==> src/rtl/vco_fp_mc.sv <==
// vco_fp_mc: N_CH harmonic oscillators advanced by explicit Euler steps.
// Channels are swept one after another, five cycles each, through one registered multiplier.
module vco_fp_mc #(
    parameter int unsigned N_CH = 4,
    parameter int unsigned XW   = 14,
    parameter int unsigned WW   = 17,
    parameter int unsigned DTW  = 20,
    parameter int          X0   = 6471
) (
    input  logic                 clk,
    input  logic                 reset,
    input  logic                 step,
    input  logic [DTW-1:0]       dt,
    input  logic [N_CH*WW-1:0]   w,
    input  logic [N_CH-1:0]      ch_en,
    output logic                 busy,
    output logic                 done,
    output logic [N_CH*XW-1:0]   out,
    output logic [N_CH-1:0]      zc,
    output logic                 overrun,
    output logic                 sat
);

    localparam int unsigned CW  = (N_CH > 1) ? $clog2(N_CH) : 1;
    localparam int unsigned MAW = ((DTW > WW) ? DTW : WW) + 1;
    localparam int unsigned MBW = ((WW > XW + 2) ? WW : XW + 2) + 1;
    localparam int unsigned PW  = MAW + MBW;
    localparam int unsigned SW  = XW + 2;
    localparam logic signed [SW-1:0] SMAX = SW'((1 << (XW - 1)) - 1);
    localparam logic signed [SW-1:0] SMIN = -SMAX - SW'(1);

    typedef enum logic [2:0] {StIdle, StMw2, StMa, StMv, StMx, StWr} state_e;

    state_e                state_q, state_d;
    logic [CW-1:0]         ch_q, ch_d;
    logic [DTW-1:0]        dt_q, dt_d;
    logic [N_CH-1:0]       en_q, en_d, zc_q, zc_d;
    logic signed [PW-1:0]  prod_q, prod_d;
    logic signed [SW-1:0]  dv_q, dv_d;
    logic                  wz_q, wz_d;
    logic signed [XW-1:0]  x_q [N_CH];
    logic signed [XW-1:0]  x_d [N_CH];
    logic signed [XW-1:0]  v_q [N_CH];
    logic signed [XW-1:0]  v_d [N_CH];
    logic                  done_q, done_d, overrun_q, overrun_d, sat_q, sat_d;

    logic [WW-1:0]         w_cur;
    logic signed [XW-1:0]  x_cur, v_cur, x_new, v_new;
    logic signed [MAW-1:0] mul_a;
    logic signed [MBW-1:0] mul_b;
    logic signed [PW-1:0]  neg_prod, a_full, d_full;
    logic signed [SW-1:0]  x_sum, v_sum;
    logic                  x_clamp, v_clamp;
    logic                  unused_bits;

    assign unused_bits = ^{a_full[PW-1:MBW], d_full[PW-1:SW]};

    always_comb begin
        state_d   = state_q;
        ch_d      = ch_q;
        dt_d      = dt_q;
        en_d      = en_q;
        zc_d      = zc_q;
        dv_d      = dv_q;
        wz_d      = wz_q;
        x_d       = x_q;
        v_d       = v_q;
        done_d    = 1'b0;
        overrun_d = overrun_q;
        sat_d     = sat_q;
        mul_a     = '0;
        mul_b     = '0;

        w_cur    = w[ch_q*WW +: WW];
        x_cur    = x_q[ch_q];
        v_cur    = v_q[ch_q];
        neg_prod = -prod_q;
        a_full   = neg_prod >>> WW;
        d_full   = prod_q >>> DTW;

        // d_full holds dx in WR; dv was captured from it one cycle earlier
        x_sum   = {{(SW-XW){x_cur[XW-1]}}, x_cur} + d_full[SW-1:0];
        v_sum   = {{(SW-XW){v_cur[XW-1]}}, v_cur} + dv_q;
        x_clamp = (x_sum > SMAX) || (x_sum < SMIN);
        v_clamp = (v_sum > SMAX) || (v_sum < SMIN);
        x_new   = (x_sum > SMAX) ? SMAX[XW-1:0] : (x_sum < SMIN) ? SMIN[XW-1:0] : x_sum[XW-1:0];
        v_new   = (v_sum > SMAX) ? SMAX[XW-1:0] : (v_sum < SMIN) ? SMIN[XW-1:0] : v_sum[XW-1:0];

        unique case (state_q)
            StIdle: begin
                if (step) begin
                    state_d = StMw2;
                    ch_d    = '0;
                    dt_d    = dt;
                    en_d    = ch_en;
                    zc_d    = '0;
                end
            end
            StMw2: begin
                mul_a   = {{(MAW-WW){1'b0}}, w_cur};
                mul_b   = {{(MBW-WW){1'b0}}, w_cur};
                wz_d    = (w_cur == '0);
                state_d = StMa;
            end
            StMa: begin
                mul_a   = {{(MAW-WW){1'b0}}, prod_q[WW +: WW]};
                mul_b   = {{(MBW-XW){x_cur[XW-1]}}, x_cur};
                state_d = StMv;
            end
            StMv: begin
                mul_a   = {{(MAW-DTW){1'b0}}, dt_q};
                mul_b   = a_full[MBW-1:0];
                state_d = StMx;
            end
            StMx: begin
                dv_d    = d_full[SW-1:0];
                mul_a   = {{(MAW-DTW){1'b0}}, dt_q};
                mul_b   = {{(MBW-XW){v_cur[XW-1]}}, v_cur};
                state_d = StWr;
            end
            StWr: begin
                // a zero frequency word freezes the channel entirely, v included
                if (en_q[ch_q] && !wz_q) begin
                    x_d[ch_q] = x_new;
                    v_d[ch_q] = v_new;
                    sat_d     = sat_q | x_clamp | v_clamp;
                    if (x_cur[XW-1] && !x_new[XW-1]) zc_d[ch_q] = 1'b1;
                end
                if (ch_q == CW'(N_CH - 1)) begin
                    state_d = StIdle;
                    done_d  = 1'b1;
                end else begin
                    ch_d    = ch_q + CW'(1);
                    state_d = StMw2;
                end
            end
            default: state_d = StIdle;
        endcase

        if (step && (state_q != StIdle)) overrun_d = 1'b1;
        prod_d = mul_a * mul_b;
    end

    always_ff @(posedge clk) begin
        if (reset) begin
            state_q   <= StIdle;
            ch_q      <= '0;
            dt_q      <= '0;
            en_q      <= '0;
            zc_q      <= '0;
            prod_q    <= '0;
            dv_q      <= '0;
            wz_q      <= 1'b0;
            done_q    <= 1'b0;
            overrun_q <= 1'b0;
            sat_q     <= 1'b0;
            for (int i = 0; i < int'(N_CH); i++) begin
                x_q[i] <= XW'(X0);
                v_q[i] <= '0;
            end
        end else begin
            state_q   <= state_d;
            ch_q      <= ch_d;
            dt_q      <= dt_d;
            en_q      <= en_d;
            zc_q      <= zc_d;
            prod_q    <= prod_d;
            dv_q      <= dv_d;
            wz_q      <= wz_d;
            done_q    <= done_d;
            overrun_q <= overrun_d;
            sat_q     <= sat_d;
            x_q       <= x_d;
            v_q       <= v_d;
        end
    end

    for (genvar i = 0; i < int'(N_CH); i++) begin : g_out
        assign out[i*XW +: XW] = x_q[i];
    end

    assign busy    = (state_q != StIdle);
    assign done    = done_q;
    assign zc      = zc_q;
    assign overrun = overrun_q;
    assign sat     = sat_q;

endmodule

==> config.mk <==
export PLATFORM = sky130hd
export DESIGN_NAME = vco_fp_mc
export DESIGN_NICKNAME = d
export VERILOG_FILES = /design/src/rtl/vco_fp_mc.sv
export SDC_FILE = /design/constraint.sdc
export NUM_CORES = 1
export LEC_CHECK = 0
export ABC_AREA = 0
export BUFFER_PORTS_ARGS = -buffer_cell sky130_fd_sc_hd__buf_2
export CAP_MARGIN = 5
export CORE_MARGIN = 4
export CORE_UTILIZATION = 45
export CTS_CLUSTER_SIZE = 10
export DETAILED_ROUTE_END_ITERATION = 7
export HOLD_SLACK_MARGIN = 0.15
export PLACE_DENSITY = 0.67
export SKIP_CTS_REPAIR_TIMING = 1
export SYNTH_ARGS = -nofsm -noshare
export SYNTH_HDL_FRONTEND = slang
export SYNTH_SLANG_ARGS = --single-unit
==> constraint.sdc <==
create_clock -name clk -period 16.7 [get_ports clk]
set_input_delay 3.34 -clock clk [delete_from_list [all_inputs] [get_ports clk]]
set_output_delay 3.34 -clock clk [all_outputs]
set_load 0.01 [all_outputs]
== Word-level counts from Yosys, hierarchy flattened ==
Cells that the tools add are included.

* Register bits: 201
* Word-level logic and storage cells: 99
* Input bits: 95

* Eq/ne operators: 10
* Multiply operators: 2
* Muxes and demuxes: 31
* Reductions and logical operators: 19
* Add/subtract/negate cells: 4
* Magnitude comparators: 8
* Bitwise gates (word level): 5
* Shift-type cells: 1

{| class="wikitable"
|+ Operators by type and width
! operator !! number
|-
| 2-to-1 mux 14 bit || 9
|-
| bitwise mux 56 bit || 2
|-
| one-hot mux 18 bit (4 select lines) || 1
|-
| indexed part select 68 x 8 -> 17 bit || 1
|-
| one-hot mux 20 bit (3 select lines) || 1
|-
| binary-select mux 14 bit (select 2 bit) || 2
|-
| multiplier 21 x 18 -> 36 bit || 1
|-
| negation 35 bit || 1
|-
| adder 16 bit || 2
|-
| greater-than comparator 16 x 14 -> 1 bit, second input constant || 2
|-
| less-than comparator 16 x 14 -> 1 bit, second input constant || 2
|-
| demux 14 bit (select 2 bit) || 1
|-
| one-hot mux 3 bit (6 select lines) || 1
|-
| logical NOT 17 bit || 1
|-
| 2-to-1 mux 4 bit || 3
|-
| != test 2 bit, second input constant || 4
|-
| one-hot mux 4 bit (2 select lines) || 1
|-
| multiplier 2 x 5 -> 7 bit, second input constant || 1
|-
| == test 3 x 2 -> 1 bit, second input constant || 2
|-
| == test 3 bit, second input constant || 2
|-
| logical AND 1 bit || 5
|-
| 2-to-1 mux 1 bit || 4
|-
| 2-to-1 mux 2 bit || 2
|-
| OR 4 bit || 1
|-
| other kinds (23) || 28
|}

== Depth between registers and ports, before layout ==
* Depth in word-level cells: 13
* Depth in mapped cells: 32
* Gate-level depth less buffers: 31

== Worst setup path after synthesis ==
No wires, ideal clock.

* Path type: input to register
* Start: input w[54]
* End: register prod_q[26]
* Cell stages on the path: 27
* Data arrival time: 10.114 ns
* Setup slack: 6.460 ns
* Required time: 16.573 ns
* Setup time: 0.127 ns
* Cell sequence: mux4_2 > nor2b_1 > a22oi_1 > nor2_1 > a221oi_1 > clkbuf_1 > nor2_1 > fa_1 > inv_1 > fa_1 > fa_1 > inv_1 > fa_1 > fa_1 > inv_1 > fa_1 > inv_1 > ha_1 > and4_1 > and2_1 > a32oi_1 > nor2_1 > a211oi_1 > a211oi_1 > or2_2 > xor2_1 > nor2b_1

* Longest elaborated chain between the ends: 3

{| class="wikitable"
|+ RTL lines
! what !! RTL line !! source
|-
| start: declaration || 14 || <nowiki>input logic [N_CH*WW-1:0] w,</nowiki>
|-
| indexed part select 68 x 8 -> 17 bit * || 74 || <nowiki>w_cur = w[ch_q*WW +: WW];</nowiki>
|-
| one-hot mux 18 bit (4 select lines) / one-hot mux 20 bit (3 select lines) (equally long branches) || 89 || <nowiki>unique case (state_q)</nowiki>
|-
| multiplier 21 x 18 -> 36 bit * || 141 || <nowiki>prod_d = mul_a * mul_b;</nowiki>
|-
| end signal: assignment || 167 || <nowiki>prod_q <= prod_d;</nowiki>
|-
| end: declaration || 38 || <nowiki>logic signed [PW-1:0] prod_q, prod_d;</nowiki>
|}

Every way passes the cells marked *; elsewhere a longest branch is shown, timed or not.
A chain may end at the register's enable or synchronous reset.

== Worst setup path in the final report ==
* Start: input w[54]
* End: register prod_q[32]

The elaborated chain is that of the path after synthesis.

==> reports/results.tsv <==
stage	metric	value	unit
drt	vias	18900	
yosys	syn_area_per_cell	8.58	um2
global_route	Most Crowded Layer GR	met2	
placed_design	GPL Wtd Cong	1.00	
placed_design	IO Port Bufs	158	
critical_path	critical path class	in -> reg	
sta	RSZ-0062 raised after global routing	false	
yosys	Yosys warning count	0	
global_route	antenna violations before repair	0	
pwr	power per cell area	65.7	nW/um2
pwr	clock power share	29.5	%
yosys	largest family of logic cells by synthesized area	adder cells	
layout	layout cells sized above 1	11.7	%
critical_path	CP startpoint kind	input port	
yosys	Synth top area share	26.3	%
clock_tree	root buffer cell	clkbuf_16	
pwr	Reg power frac	33.2	%
yosys	synth unique cells	81	
die	I/O pin count	159	
yosys	EDFF count, synth	0	
pwr	leakage	10.8	nW
global_route	gr usage total	26.0	%
yosys	simple logic cell fraction of the synthesized area	16.7	%
layout	final core occ	50.0	%
yosys	Commonest cells post-synth	386 x inv_1, 366 x nand2_1, 298 x nor2_1, 290 x fa_1, 201 x dfxtp_1	
critical_path	cell count of the worst reg-to-reg path	28	
pwr	Logic pwr share	37.3	%
layout	Final Net Count	3191	
hold_path	HP Class	reg -> reg	
sta	slew margin rel.	14.4	%
die	number of cell rows	80	
global_route	GR Layer Usage met1	35.5	%
die	full die area	52600	um2
drt	Iter 0 DRT Violations	1710	
die	Die Span Y	229	um
die	initial core utilization	45.9	%
hold_path	Hold Crit Depth	2	
yosys	Compound-Gate Fraction of Synth Area	13.6	%
placed_design	post-DP HPWL	53700	um
global_route	met3 Usage GRT	4.09	%
yosys	register area share after synthesis	18.3	%
pwr	Peak supply drop	0.0000717	V
layout	antenna cell count	0	
pwr	sw frac	38.9	%
clock_tree	# clock sinks	201	
run_status	status	complete, no violations	
sta	Hold Vio Cnt, Final	0	
die	floorplan core area	48000	um2
die	chip width	229	um
clock_tree	H-tree depth	1	
clock_tree	CTS max path bufs	3	
pwr	overall power	0.00158	W
critical_path	CP endpoint kind	flop	
layout	Finished Cell Area	24000	um2
yosys	fraction of registers with async set/reset	0	%
placed_design	dpl cell area	23400	um2
sta	worst-margin pin slew	1.28	ns
sta	Pins Over Slew Limit	0	
clock_tree	CTS tree	built	
yosys	top_reg_cell synth	dfxtp_1	
drt	final antenna-violating net count	0	
drt	vias per cell	5.77	
drt	Detailed Route WL	68600	um
sta	maximum achievable frequency	90.9	MHz
global_route	GRT overflow	0	
drt	routed len/inst	21.0	um
clock_tree	Clock transition at path regs	0.05	ns
layout	P&R area growth vs syn	9.09	%
sta	minimum clock period	11.00	ns
global_route	vias in the first global route	19300	
yosys	post-synthesis mux area share	4.90	%
yosys	Synth Instances	2568	
clock_tree	CTS Buf Count	24	
critical_path	Arrival @ worst endpoint	11.40	ns
clock_tree	Worst-Skew Late Latency	0.55	ns
yosys	Area contributors post-synth	fa_1 26%, dfxtp_1 18%, ha_1 8.7%	
sta	# setup viols final	0	
critical_path	CP Max Fanout	12	
yosys	count leader, synth	inv_1	
yosys	FF+latch count, synth	201	
yosys	Synth Net Count	3106	
sta	Hold WS	0.460	ns
yosys	cell taking the most area after synthesis	fa_1	
sta	Max Clock Skew	0.0178	ns
global_route	met2 Track Usage GR	41.9	%
sta	setup_tns	0	ns
yosys	synthesized area	22000	um2
global_route	first-pass GRT wire length	109000	um
critical_path	CP required	17.10	ns
yosys	Post-Synth Adder-Cell Area	35.0	%
drt	DRT Pass-1 Iters	6	
job	Max Cap Viol	0	
pwr	Psw	0.000615	W
drt	drt drc	0	
pwr	cell internal pwr	0.000966	W
yosys	post-synthesis xor/xnor area fraction	2.46	%
layout	fill count	4568	
global_route	largest net degree at the start of global routing	109	
sta	fin crit share	65.9	%
## cells in the final DEF, fill, tap and decap left out, types with 45 or more instances in the layout
| cell type | instances |
|---|---|
| a211oi_1 | 94 |
| a21oi_1 | 123 |
| buf_2 | 157 |
| dfxtp_1 | 199 |
| fa_1 | 290 |
| ha_1 | 153 |
| inv_1 | 386 |
| mux4_2 | 46 |
| nand2_1 | 366 |
| nand2b_1 | 45 |
| nor2_1 | 296 |
## layer usage
layer	vias to the layer above	wire length [um]
met5	-	0
met2	753	32100
met3	167	5050
li1	8514	-
met1	9447	28500
met4	0	3030
## registers in the layout, indices dropped and copies added (netlist names)
register	cells
out	56
v_q	56
prod_q	36
dt_q	20
dv_q	16
en_q	4
zc	4
state_q	3
ch_q	2
done	1
overrun	1
sat	1
wz_q	1
## layout make-up
| cell class | count | area, um2 | area share [%] |
|---|---|---|---|
| Tap cell | 615 | 769 | 3.20 |
| Sequential cell | 201 | 4030 | 16.8 |
| Multi-Input combinational cell | 1840 | 16000 | 66.7 |
| Clock buffer | 28 | 616 | 2.56 |
| Inverter | 388 | 1460 | 6.06 |
| Clock inverter | 3 | 40.0 | 0.167 |
| Timing Repair Buffer | 198 | 1100 | 4.56 |
## per-stage QoR
stage                     cells  setup WS (ns)
after floorplan            2568           6.46
after global placement     3242           5.48
after detailed placement   3242           5.29
after CTS                  3273           5.85
after global routing       3273           5.33
final                      3273           5.70
## final timing paths
kind | startpoint | slack [ns] | to
worst max-delay path | w[54] | 5.70 | prod_q[32]
worst min-delay path | dt_q[15] | 0.46 | dt_q[15]
worst max register to register | prod_q[0] | 7.16 | prod_q[32]
worst min register to register | dt_q[15] | 0.46 | dt_q[15]
## worst max-delay path, stage by stage
cell	delay, ns
buf_2	0.10
mux4_2	0.50
nor2b_1	0.18
a22oi_1	0.21
nor2_1	0.08
a221oi_1	0.25
buf_4	0.28
nor2_1	0.10
fa_1	0.54
inv_1	0.06
fa_1	0.49
fa_1	0.51
inv_1	0.05
fa_1	0.46
fa_1	0.55
inv_1	0.06
fa_1	0.56
inv_1	0.05
ha_1	0.34
nand2_1	0.06
o21ai_0	0.58
a32oi_1	0.33
a2111oi_0	0.89
nor2_1	0.14
a21oi_1	0.36
a31oi_1	0.16
xor2_1	0.14
nor2_1	0.05
## logic make-up (layout without fill, tap and decap cells)
| family | Yosys count | after routing |
|---|---|---|
| and+or+nand+nor | 849 | 849 |
| buffers and inverters | 527 | 617 |
| adders and majority gates | 443 | 443 |
| AOI/OAI and AO/OA | 436 | 436 |
| DFF | 201 | 201 |
| xor gates and xnor gates | 62 | 62 |
| muxes | 50 | 50 |
## power groups by stage
stage	clock network [W]	registers, W	logic, W
floorplan	0	0.000523	0.000402
global placement	0	0.000534	0.000568
detailed placement	0	0.000535	0.000580
CTS	0.000471	0.000524	0.000585
global route	0.000493	0.000527	0.000649
finish	0.000466	0.000525	0.000589
No activity file was read; power rests on OpenSTA's default activity.
